File: src/rtl/serial_ripple_subtractor_pkg.sv
// Shared types and sizing helpers for the bit-serial subtractor and its later siblings.
package serial_sub_pkg;

    typedef enum logic [1:0] {
        IDLE,
        RUN,
        DONE
    } state_t;

    localparam int DEFAULT_WIDTH = 8;

    // A 1-bit operand still needs a 1-bit counter, hence the floor of 1.
    function automatic int cnt_width(input int width);
        return (width > 1) ? $clog2(width) : 1;
    endfunction

endpackage

File: src/rtl/serial_ripple_subtractor_if.sv
// Operand and result handshake bundle for the serial subtractor; master drives operands, slave returns results.
interface serial_ripple_subtractor_if
    import serial_sub_pkg::*;
#(
    parameter int WIDTH = DEFAULT_WIDTH
);
    logic             in_valid;
    logic             in_ready;
    logic [WIDTH-1:0] x1;
    logic [WIDTH-1:0] x2;
    logic             bin;
    logic             out_valid;
    logic             out_ready;
    logic [WIDTH-1:0] y;
    logic             bout;

    modport master (
        output in_valid, x1, x2, bin, out_ready,
        input  in_ready, out_valid, y, bout
    );

    modport slave (
        input  in_valid, x1, x2, bin, out_ready,
        output in_ready, out_valid, y, bout
    );
endinterface

File: src/rtl/full_subtractor.sv
// One-bit full subtractor d = a - b - c with borrow-out bo; purely combinational, zero latency.
// No handshake or backpressure; the enclosing serial block sequences it.
module full_subtractor (
    input  logic a,
    input  logic b,
    input  logic c,
    output logic d,
    output logic bo
);
    assign d  = a ^ b ^ c;
    assign bo = (~a & b) | (~(a ^ b) & c);
endmodule

File: src/rtl/serial_ripple_subtractor.sv
// Bit-serial y = x1 - x2 - bin, LSB first; out_valid rises WIDTH edges after accept.
// Busy blocks in_ready; result holds in DONE until out_ready, so issue interval is WIDTH+2.
module serial_ripple_subtractor
    import serial_sub_pkg::*;
#(
    parameter int WIDTH = DEFAULT_WIDTH
) (
    input  logic                        clk,
    input  logic                        rst,
    serial_ripple_subtractor_if.slave   bus
);
    localparam int            CW   = cnt_width(WIDTH);
    localparam logic [CW-1:0] LAST = CW'(WIDTH - 1);

    state_t           state;
    state_t           state_nxt;
    logic [WIDTH-1:0] sr_x1;
    logic [WIDTH-1:0] sr_x2;
    logic [WIDTH-1:0] sr_d;
    logic [WIDTH-1:0] y_q;
    logic             bout_q;
    logic             borrow;
    logic [CW-1:0]    cnt;

    logic             d;
    logic             borrow_nxt;
    logic [WIDTH:0]   res_cat;
    logic             in_ready_c;
    logic             out_valid_c;
    logic             accept;
    logic             last_bit;

    full_subtractor u_fs (
        .a  (sr_x1[0]),
        .b  (sr_x2[0]),
        .c  (borrow),
        .d  (d),
        .bo (borrow_nxt)
    );

    // New bit enters at the MSB; after WIDTH shifts bit 0 has reached the LSB.
    assign res_cat = {d, sr_d};

    always_ff @(posedge clk or posedge rst) begin
        if (rst) begin
            state <= IDLE;
        end else begin
            state <= state_nxt;
        end
    end

    always_comb begin
        state_nxt = state;
        case (state)
            IDLE:    if (bus.in_valid)  state_nxt = RUN;
            RUN:     if (cnt == LAST)   state_nxt = DONE;
            DONE:    if (bus.out_ready) state_nxt = IDLE;
            default: state_nxt = IDLE;
        endcase
    end

    always_comb begin
        in_ready_c  = (state == IDLE);
        out_valid_c = (state == DONE);
        accept      = in_ready_c && bus.in_valid;
        last_bit    = (state == RUN) && (cnt == LAST);
    end

    always_ff @(posedge clk or posedge rst) begin
        if (rst) begin
            sr_x1  <= '0;
            sr_x2  <= '0;
            sr_d   <= '0;
            borrow <= 1'b0;
            cnt    <= '0;
            y_q    <= '0;
            bout_q <= 1'b0;
        end else if (accept) begin
            sr_x1  <= bus.x1;
            sr_x2  <= bus.x2;
            borrow <= bus.bin;
            cnt    <= '0;
        end else if (state == RUN) begin
            sr_x1  <= sr_x1 >> 1;
            sr_x2  <= sr_x2 >> 1;
            sr_d   <= res_cat[WIDTH:1];
            borrow <= borrow_nxt;
            cnt    <= cnt + CW'(1);
            if (last_bit) begin
                y_q    <= res_cat[WIDTH:1];
                bout_q <= borrow_nxt;
            end
        end
    end

    assign bus.in_ready  = in_ready_c;
    assign bus.out_valid = out_valid_c;
    assign bus.y         = y_q;
    assign bus.bout      = bout_q;
endmodule
File: src/flat_wrapper.sv
// flat-port wrapper written by rule: the top's interface ports become plain ports
module serial_ripple_subtractor_flat import serial_sub_pkg::*;
#(
    parameter int WIDTH = DEFAULT_WIDTH
)
  (clk, rst, bus_in_valid, bus_x1, bus_x2, bus_bin, bus_out_ready, bus_in_ready, bus_out_valid, bus_y, bus_bout);
  serial_ripple_subtractor_if #(.WIDTH(WIDTH)) bus_i ();
  input  logic clk;
  input  logic rst;
  input wire logic [$bits(bus_i.in_valid)-1:0] bus_in_valid;
  input wire logic [$bits(bus_i.x1)-1:0] bus_x1;
  input wire logic [$bits(bus_i.x2)-1:0] bus_x2;
  input wire logic [$bits(bus_i.bin)-1:0] bus_bin;
  input wire logic [$bits(bus_i.out_ready)-1:0] bus_out_ready;
  output wire logic [$bits(bus_i.in_ready)-1:0] bus_in_ready;
  output wire logic [$bits(bus_i.out_valid)-1:0] bus_out_valid;
  output wire logic [$bits(bus_i.y)-1:0] bus_y;
  output wire logic [$bits(bus_i.bout)-1:0] bus_bout;
  assign bus_i.in_valid = bus_in_valid;
  assign bus_i.x1 = bus_x1;
  assign bus_i.x2 = bus_x2;
  assign bus_i.bin = bus_bin;
  assign bus_i.out_ready = bus_out_ready;
  assign bus_in_ready = bus_i.in_ready;
  assign bus_out_valid = bus_i.out_valid;
  assign bus_y = bus_i.y;
  assign bus_bout = bus_i.bout;
  serial_ripple_subtractor #(.WIDTH(WIDTH)) u_core (.clk(clk), .rst(rst), .bus(bus_i));
endmodule
File: config.mk
export PLATFORM = sky130hd
export DESIGN_NAME = serial_ripple_subtractor_flat
export DESIGN_NICKNAME = d
export VERILOG_FILES = /design/src/rtl/serial_ripple_subtractor_pkg.sv /design/src/rtl/serial_ripple_subtractor_if.sv /design/src/rtl/full_subtractor.sv /design/src/rtl/serial_ripple_subtractor.sv /design/src/flat_wrapper.sv
export SDC_FILE = /design/constraint.sdc
export NUM_CORES = 1
export LEC_CHECK = 0
export CORE_MARGIN = 2
export CORE_UTILIZATION = 55
export CTS_BUF_LIST = sky130_fd_sc_hd__clkbuf_8
export DETAILED_ROUTE_END_ITERATION = 12
export HOLD_SLACK_MARGIN = 0.15
export PLACE_DENSITY = 0.8
export SETUP_SLACK_MARGIN = 0.15
export SYNTH_ARGS = -nofsm -noshare
export SYNTH_HDL_FRONTEND = slang
export SYNTH_SLANG_ARGS = --single-unit
export TNS_END_PERCENT = 50
File: constraint.sdc
create_clock -name clk -period 2.85 [get_ports clk]
set_input_delay 0.57 -clock clk [delete_from_list [all_inputs] [get_ports clk]]
set_output_delay 0.57 -clock clk [all_outputs]
set_load 0.03 [all_outputs]
==> flow_metrics.env, run 1 <==
export IMPL_dieArea_sq_mm=0.003640
export IMPL_cts_sinks=38
export IMPL_ys_top_cells_by_area="dfrtp_1 (54%), mux2_2 (8.4%), nor4b_1 (5.5%)"
export IMPL_insertion_delay_ns=0.28
export IMPL_drtAntennaViolNets=0
export IMPL_r2r_slack_ns=1.11
export IMPL_grt_pass1_wl_um=5388
export IMPL_hp_start="u_core.sr_d[1]"
export IMPL_nNetsFinal=200
export IMPL_max_vdd_ir_drop_mv=0.5185
export IMPL_ys_seq_elements=38
export IMPL_crit_fanout=4
export IMPL_outcome="completed"
export IMPL_powerDensity_mw_per_mm2=1109
export IMPL_antenna_found_initial=0
export IMPL_p_leak_nw=0.9476
export IMPL_h_tree_depth=2
export IMPL_yosys_warnings=0
export IMPL_grt_overflow=0
export IMPL_yosysTopAreaCellShare=0.5448
export IMPL_avgViaCountPerCell=5.534
export IMPL_critPathLaunchType="flip-flop"
export IMPL_maxSlewViolCount=0
export IMPL_clk_path_buf_depth=2
export IMPL_clock_skew_final_ns=0.004185
export IMPL_wire_per_inst_um=14.67
export IMPL_yosysUniqueCellTypes=27
export IMPL_antenna_cells=0
export IMPL_synth_top_cell_by_area="dfrtp_1"
export IMPL_synth_nets=168
export IMPL_postSynth_asyncResetShare=1.000
export IMPL_setup_viol=0
export IMPL_max_slew_margin_rel=0.6223
export IMPL_whs_path_depth=1
export IMPL_remaining_drc_errors=0
export IMPL_post_cts_resized=0
export IMPL_fin_setup_tns_ns=0
export IMPL_reg2regPathDepth=4
export IMPL_min_period_over_period=0.7412
export IMPL_clk_pin_slew_worst_paths_ns=0.07
export IMPL_core_sq_mm=0.003028
export IMPL_seq_area_frac_synth=0.5448
export IMPL_drive_gt1_frac=0.1525
export IMPL_required_ns=2.28
export IMPL_min_period_ns=2.112
export IMPL_worstMarginPinSlew_ns=0.5649
export IMPL_hpwlAfterDp_um=2238
export IMPL_initial_core_util=0.5764
export IMPL_grt_max_degree=39
export IMPL_synthFlopType="dfrtp_1"
export IMPL_crit_path_start="u_core.state[0]"
export IMPL_rr_startpoint="u_core.cnt[0]"
export IMPL_syn_inst=144
export IMPL_max_cap_violations=0
export IMPL_portBuffers=31
export IMPL_synth_commonest_cells="dfrtp_1 (38), inv_1 (19), mux2_2 (13), a211oi_1 (11), nor4b_1 (11)"
export IMPL_netlist_area_sq_mm=0.001745
export IMPL_arrival_ns=1.54
export IMPL_rsz0062_at_grt="no"
export IMPL_first_pass_iters=5
export IMPL_synth_edff_count=0
export IMPL_hold_viol_final=0
export IMPL_cts_root_buf="clkbuf_8"
export IMPL_rr_endpoint="u_core.bus.y[5]"
export IMPL_numCtsBuffers=5
export IMPL_syn2layout_area_growth_pct=25.66
export IMPL_holdWs_ns=0.5042
export IMPL_ios=32
export IMPL_fin_area_sq_mm=0.002193
export IMPL_endpoint_kind="output pin"
export IMPL_die_w_um=60.34
export IMPL_placed_area_sq_mm=0.002085
export IMPL_vias=1223
export IMPL_rows=20
export IMPL_grt_total_usage=0.2020
export IMPL_cts_tree="done"
export IMPL_place_gp_congestion=0.7456
export IMPL_yosysMostFrequentCell="dfrtp_1"
export IMPL_fp_dieH_um=60.34
export IMPL_hold_buffers=0
export IMPL_crit_type="reg2out"
export IMPL_endpoint="bus_in_ready"
export IMPL_drt_iter0_drc=86
export IMPL_grt_pass1_vias=1241
export IMPL_cts_setup_buffers=0
export IMPL_wirelength_um=3242
export IMPL_max_freq_ghz=0.4734
export IMPL_min_delay_path_class="reg2reg"
export IMPL_avgSynthCellArea_sq_um=12.12
layer usage:
| layer | up-vias | track usage | part of all wire |
|---|---|---|---|
| met5 | - | 0 | 0 |
| met4 | 0 | 0.08889 | 0.014 |
| met3 | 8 | 0.03838 | 0.052 |
| met2 | 36 | 0.3540 | 0.51 |
| met1 | 602 | 0.2420 | 0.43 |
| li1 | 577 | - | - |
sequential cells by signal (all words and copies together), names as in the netlist:
signal and flops:
u_core.bus.y 8, u_core.bus.bout 1, u_core.sr_d 7, u_core.cnt 3
u_core.state 2, u_core.sr_x2 8, u_core.sr_x1 8, u_core.borrow 1
worst max-delay path, cell delays in order (launching register included):
cell and delay [ns]:
dfrtp_1 0.41, nor2_1 0.15, clkdlybuf4s50_1 0.70
layout make-up:
cell class / count / area (sq um)
Timing Repair Buffer: 37 / 355.3
Sequential cell: 38 / 950.9
Clock inverter: 3 / 40.04
Clock buffer: 5 / 68.82
Inverter: 19 / 71.32
Fill cell: 216 / 834.6
Multi-Input combinational cell: 75 / 651.9
Tap cell: 44 / 55.05
how the worst min path moves through the flow:
stage	end	slack, ns
after detailed placement	u_core.cnt[1]	0.49
final	u_core.sr_d[1]	0.50
after CTS	u_core.bus.y[6]	0.51
after floorplan	u_core.sr_d[1]	0.45
after global routing	u_core.sr_d[1]	0.52
after global placement	u_core.sr_d[1]	0.47
kinds of logic after synthesis:
group | after synthesis | synth area share
buffers and inverters | 31 | 0.08172
adder cells (fa/ha/maj) | 3 | 0.02580
AND/OR/NAND/NOR | 33 | 0.1362
flip-flops | 38 | 0.5448
multiplexers | 17 | 0.1090
AO/OA/AOI/OAI | 22 | 0.1025
per-stage QoR:
stage          setup slack (ns)  power (W)  utilization  std cells
2_1_floorplan             1.132   0.001695            -        144
3_3_place_gp             0.8899   0.001950       0.6884        213
3_5_place_dp             0.8422   0.002011       0.6884        213
4_1_cts                  0.7274   0.002456       0.7244        221
5_1_grt                  0.6688   0.002595       0.7244        221
6_report                 0.7377   0.002432       0.7244        221
layout by cell type (no fill, tap or decap), types with 5 or more instances in the layout:
cell type | Yosys | final
a211oi_1 | 11 | 11
buf_4 | 1 | 6
clkbuf_8 | 0 | 5
clkdlybuf4s50_1 | 0 | 31
dfrtp_1 | 38 | 38
inv_1 | 19 | 19
mux2_2 | 13 | 13
nor2_1 | 6 | 6
nor3b_1 | 10 | 10
nor4b_1 | 11 | 11
power by group:
part           switching (W)  total [W]  internal [W]
registers           0.000134   0.000937      0.000803
clock network       0.000187   0.000444      0.000258
logic               0.000536    0.00105      0.000515
Power figures use the tool's default switching activity.
==> inputs of run 2 (changes only) <==
--- a/config.mk
+++ b/config.mk
@@ -6,11 +6,11 @@
 export NUM_CORES = 1
 export LEC_CHECK = 0
 export CORE_MARGIN = 2
-export CORE_UTILIZATION = 55
+export CORE_UTILIZATION = 48
 export CTS_BUF_LIST = sky130_fd_sc_hd__clkbuf_8
 export DETAILED_ROUTE_END_ITERATION = 12
 export HOLD_SLACK_MARGIN = 0.15
-export PLACE_DENSITY = 0.8
+export PLACE_DENSITY = 0.74
 export SETUP_SLACK_MARGIN = 0.15
 export SYNTH_ARGS = -nofsm -noshare
 export SYNTH_HDL_FRONTEND = slang
==> constraint.sdc (replaced) <==
create_clock -name clk -period 1.72 [get_ports clk]
set_input_delay 0.344 -clock clk [delete_from_list [all_inputs] [get_ports clk]]
set_output_delay 0.344 -clock clk [all_outputs]
set_load 0.03 [all_outputs]
==> run 2 against run 1 <==
Effect of this change: global-route usage shrank 2.3 points; power increased by 62%; die area rose by 14%; clock-buffer cell count stayed put; sequential power is 65% higher; register-to-register slack lost 0.92 ns; combinational power is 73% higher; clock power up 29%; critical path type is now reg2reg; highest routed layer unchanged.
==> flow_metrics.env, run 2 (synthesized netlist as in run 1, its figures left out) <==
export IMPL_outcome="completed"
export IMPL_clk_path_buf_depth=2
export IMPL_h_tree_depth=2
export IMPL_wire_per_inst_um=14.94
export IMPL_setup_viol=0
export IMPL_critPathLaunchType="flip-flop"
export IMPL_rr_endpoint="u_core.bus.y[5]"
export IMPL_p_leak_nw=1.053
export IMPL_hold_viol_final=0
export IMPL_swShare=0.3620
export IMPL_portBuffers=31
export IMPL_min_period_ns=1.529
export IMPL_initial_core_util=0.5110
export IMPL_rr_startpoint="u_core.cnt[0]"
export IMPL_fin_area_sq_mm=0.002268
export IMPL_sequentialPowerShare=0.393
export IMPL_ios=32
export IMPL_drt_iter0_drc=49
export IMPL_power_frac_comb=0.462
export IMPL_final_common_cell="dfrtp_1"
export IMPL_remaining_drc_errors=0
export IMPL_avgViaCountPerCell=5.364
export IMPL_clockPowerShare=0.145
export IMPL_drive_gt1_frac=0.1868
export IMPL_maxSlewViolCount=0
export IMPL_nNetsFinal=206
export IMPL_powerDensity_mw_per_mm2=1739
export IMPL_antenna_cells=0
export IMPL_finish_utilization=0.6641
export IMPL_crit_fanout=10
export IMPL_cts_sinks=38
export IMPL_cts_tree="done"
export IMPL_rsz0062_at_grt="yes"
export IMPL_fin_setup_tns_ns=0
export IMPL_cts_root_buf="clkbuf_8"
export IMPL_grt_total_usage=0.1792
export IMPL_required_ns=1.89
export IMPL_vias=1223
export IMPL_max_vdd_ir_drop_mv=0.7175
export IMPL_wirelength_um=3407
export IMPL_insertion_delay_ns=0.29
export IMPL_dieArea_sq_mm=0.004134
export IMPL_grt_max_degree=39
export IMPL_crit_type="reg2reg"
export IMPL_max_cap_violations=0
export IMPL_max_freq_ghz=0.6541
export IMPL_power_switching_w=0.001428
export IMPL_antenna_found_initial=0
export IMPL_grt_pass1_wl_um=5616
export IMPL_grt_overflow=0
export IMPL_worstMarginPinSlew_ns=0.4722
export IMPL_max_slew_margin_rel=0.6852
export IMPL_reg2regPathDepth=5
export IMPL_drtAntennaViolNets=0
export IMPL_core_sq_mm=0.003416
export IMPL_hold_buffers=0
export IMPL_holdWs_ns=0.4949
export IMPL_final_cell_mix="dfrtp_1 (38), clkdlybuf4s50_1 (20), inv_1 (19)"
export IMPL_die_w_um=64.30
export IMPL_syn2layout_area_growth_pct=29.96
export IMPL_numCtsBuffers=5
export IMPL_rows=21
export IMPL_fp_dieH_um=64.30
export IMPL_clk_pin_slew_worst_paths_ns=0.07
export IMPL_first_pass_iters=4
export IMPL_power_internal_w=0.002517
export IMPL_arrival_ns=1.70
export IMPL_endpoint_kind="flip-flop"
export IMPL_min_period_over_period=0.8888
export IMPL_hpwlAfterDp_um=2252
export IMPL_grt_pass1_vias=1207
export IMPL_placed_area_sq_mm=0.002107
export IMPL_place_gp_congestion=0.7122
export IMPL_r2r_slack_ns=0.19
export IMPL_clock_skew_final_ns=0.005720
export IMPL_min_delay_path_class="in2async"
==> run 2: cell types whose count changed in the layout (fill, tap and decap cells not counted), sizes merged <==
cell	before	now
bufbuf	0	1
bufinv	1	0
buf	6	12
dlymetal6s2s	0	6
dlygate4sd2	0	3
clkdlybuf4s50	31	20
clkbuf	5	6
==> run 2: critical path, cell delays in order, from the launching register on <==
cell and delay, ns:
dfrtp_1 0.39, ha_1 0.20, ha_1 0.20, nand3b_1 0.09, buf_4 0.19, mux2_2 0.35
==> run 2: per-stage QoR <==
step	worst slack [ns]	power (W)	cells
floorplan	0.2284	0.002809	144
global placement	0.1708	0.003258	218
detailed placement	0.1756	0.003343	218
CTS	0.05941	0.003964	227
global route	0.1373	0.004246	228
finish	0.1912	0.003945	228
==> run 2: final cells by class <==
cell class | instances | area [sq um]
Timing Repair Buffer | 43 | 457.9
Fill cell | 284 | 1147
Clock inverter | 2 | 10.01
Multi-Input combinational cell | 75 | 651.9
Tap cell | 46 | 57.56
Clock buffer | 5 | 68.82
Sequential cell | 38 | 950.9
Inverter | 19 | 71.32
==> run 2: power groups by stage <==
stage          clock network, W  logic [W]  registers [W]
2_1_floorplan                 0    0.00108        0.00173
3_3_place_gp                  0    0.00172        0.00154
3_5_place_dp                  0    0.00178        0.00157
4_1_cts                0.000584    0.00182        0.00156
5_1_grt                0.000640    0.00200        0.00161
6_report               0.000571    0.00182        0.00155
==> run 2: repair_timing <==
action                                  4_1_cts  5_1_grt
pin swaps                                     0        1
endpoints found under the setup margin       11       16
cloned                                        1        0
buffers inserted                              1        1
gates resized for setup                       7        9
==> run 2: worst max-delay path by stage <==
stage / start / to / slack (ns) / depth (start not counted)
after global routing: u_core.state[1] / u_core.sr_d[7] / 0.14 / 5
after floorplan: u_core.state[1] / bus_in_ready / 0.23 / 3
final: u_core.cnt[0] / u_core.bus.y[5] / 0.19 / 5
after CTS: u_core.bus.y[2] / bus_y[2] / 0.06 / 1
after global placement: u_core.state[1] / bus_in_ready / 0.17 / 2
after detailed placement: u_core.state[1] / bus_in_ready / 0.18 / 2
==> run 2: per-layer routing <==
| layer | track usage | vias up | wire length, um |
|---|---|---|---|
| met5 | 0 | - | 0 |
| met4 | 0.05585 | 0 | 48 |
| met3 | 0.05282 | 6 | 173 |
| met2 | 0.2930 | 30 | 1658 |
| met1 | 0.2300 | 603 | 1527 |
| li1 | - | 584 | - |
==> inputs of run 3 (changes only) <==
--- a/config.mk
+++ b/config.mk
@@ -8,6 +8,7 @@
 export CORE_MARGIN = 2
 export CORE_UTILIZATION = 48
 export CTS_BUF_LIST = sky130_fd_sc_hd__clkbuf_8
+export CTS_CLUSTER_SIZE = 10
 export DETAILED_ROUTE_END_ITERATION = 12
 export HOLD_SLACK_MARGIN = 0.15
 export PLACE_DENSITY = 0.74
==> results of run 3 <==
Same layout as run 2: the final DEF is identical, and so are final timing and power.
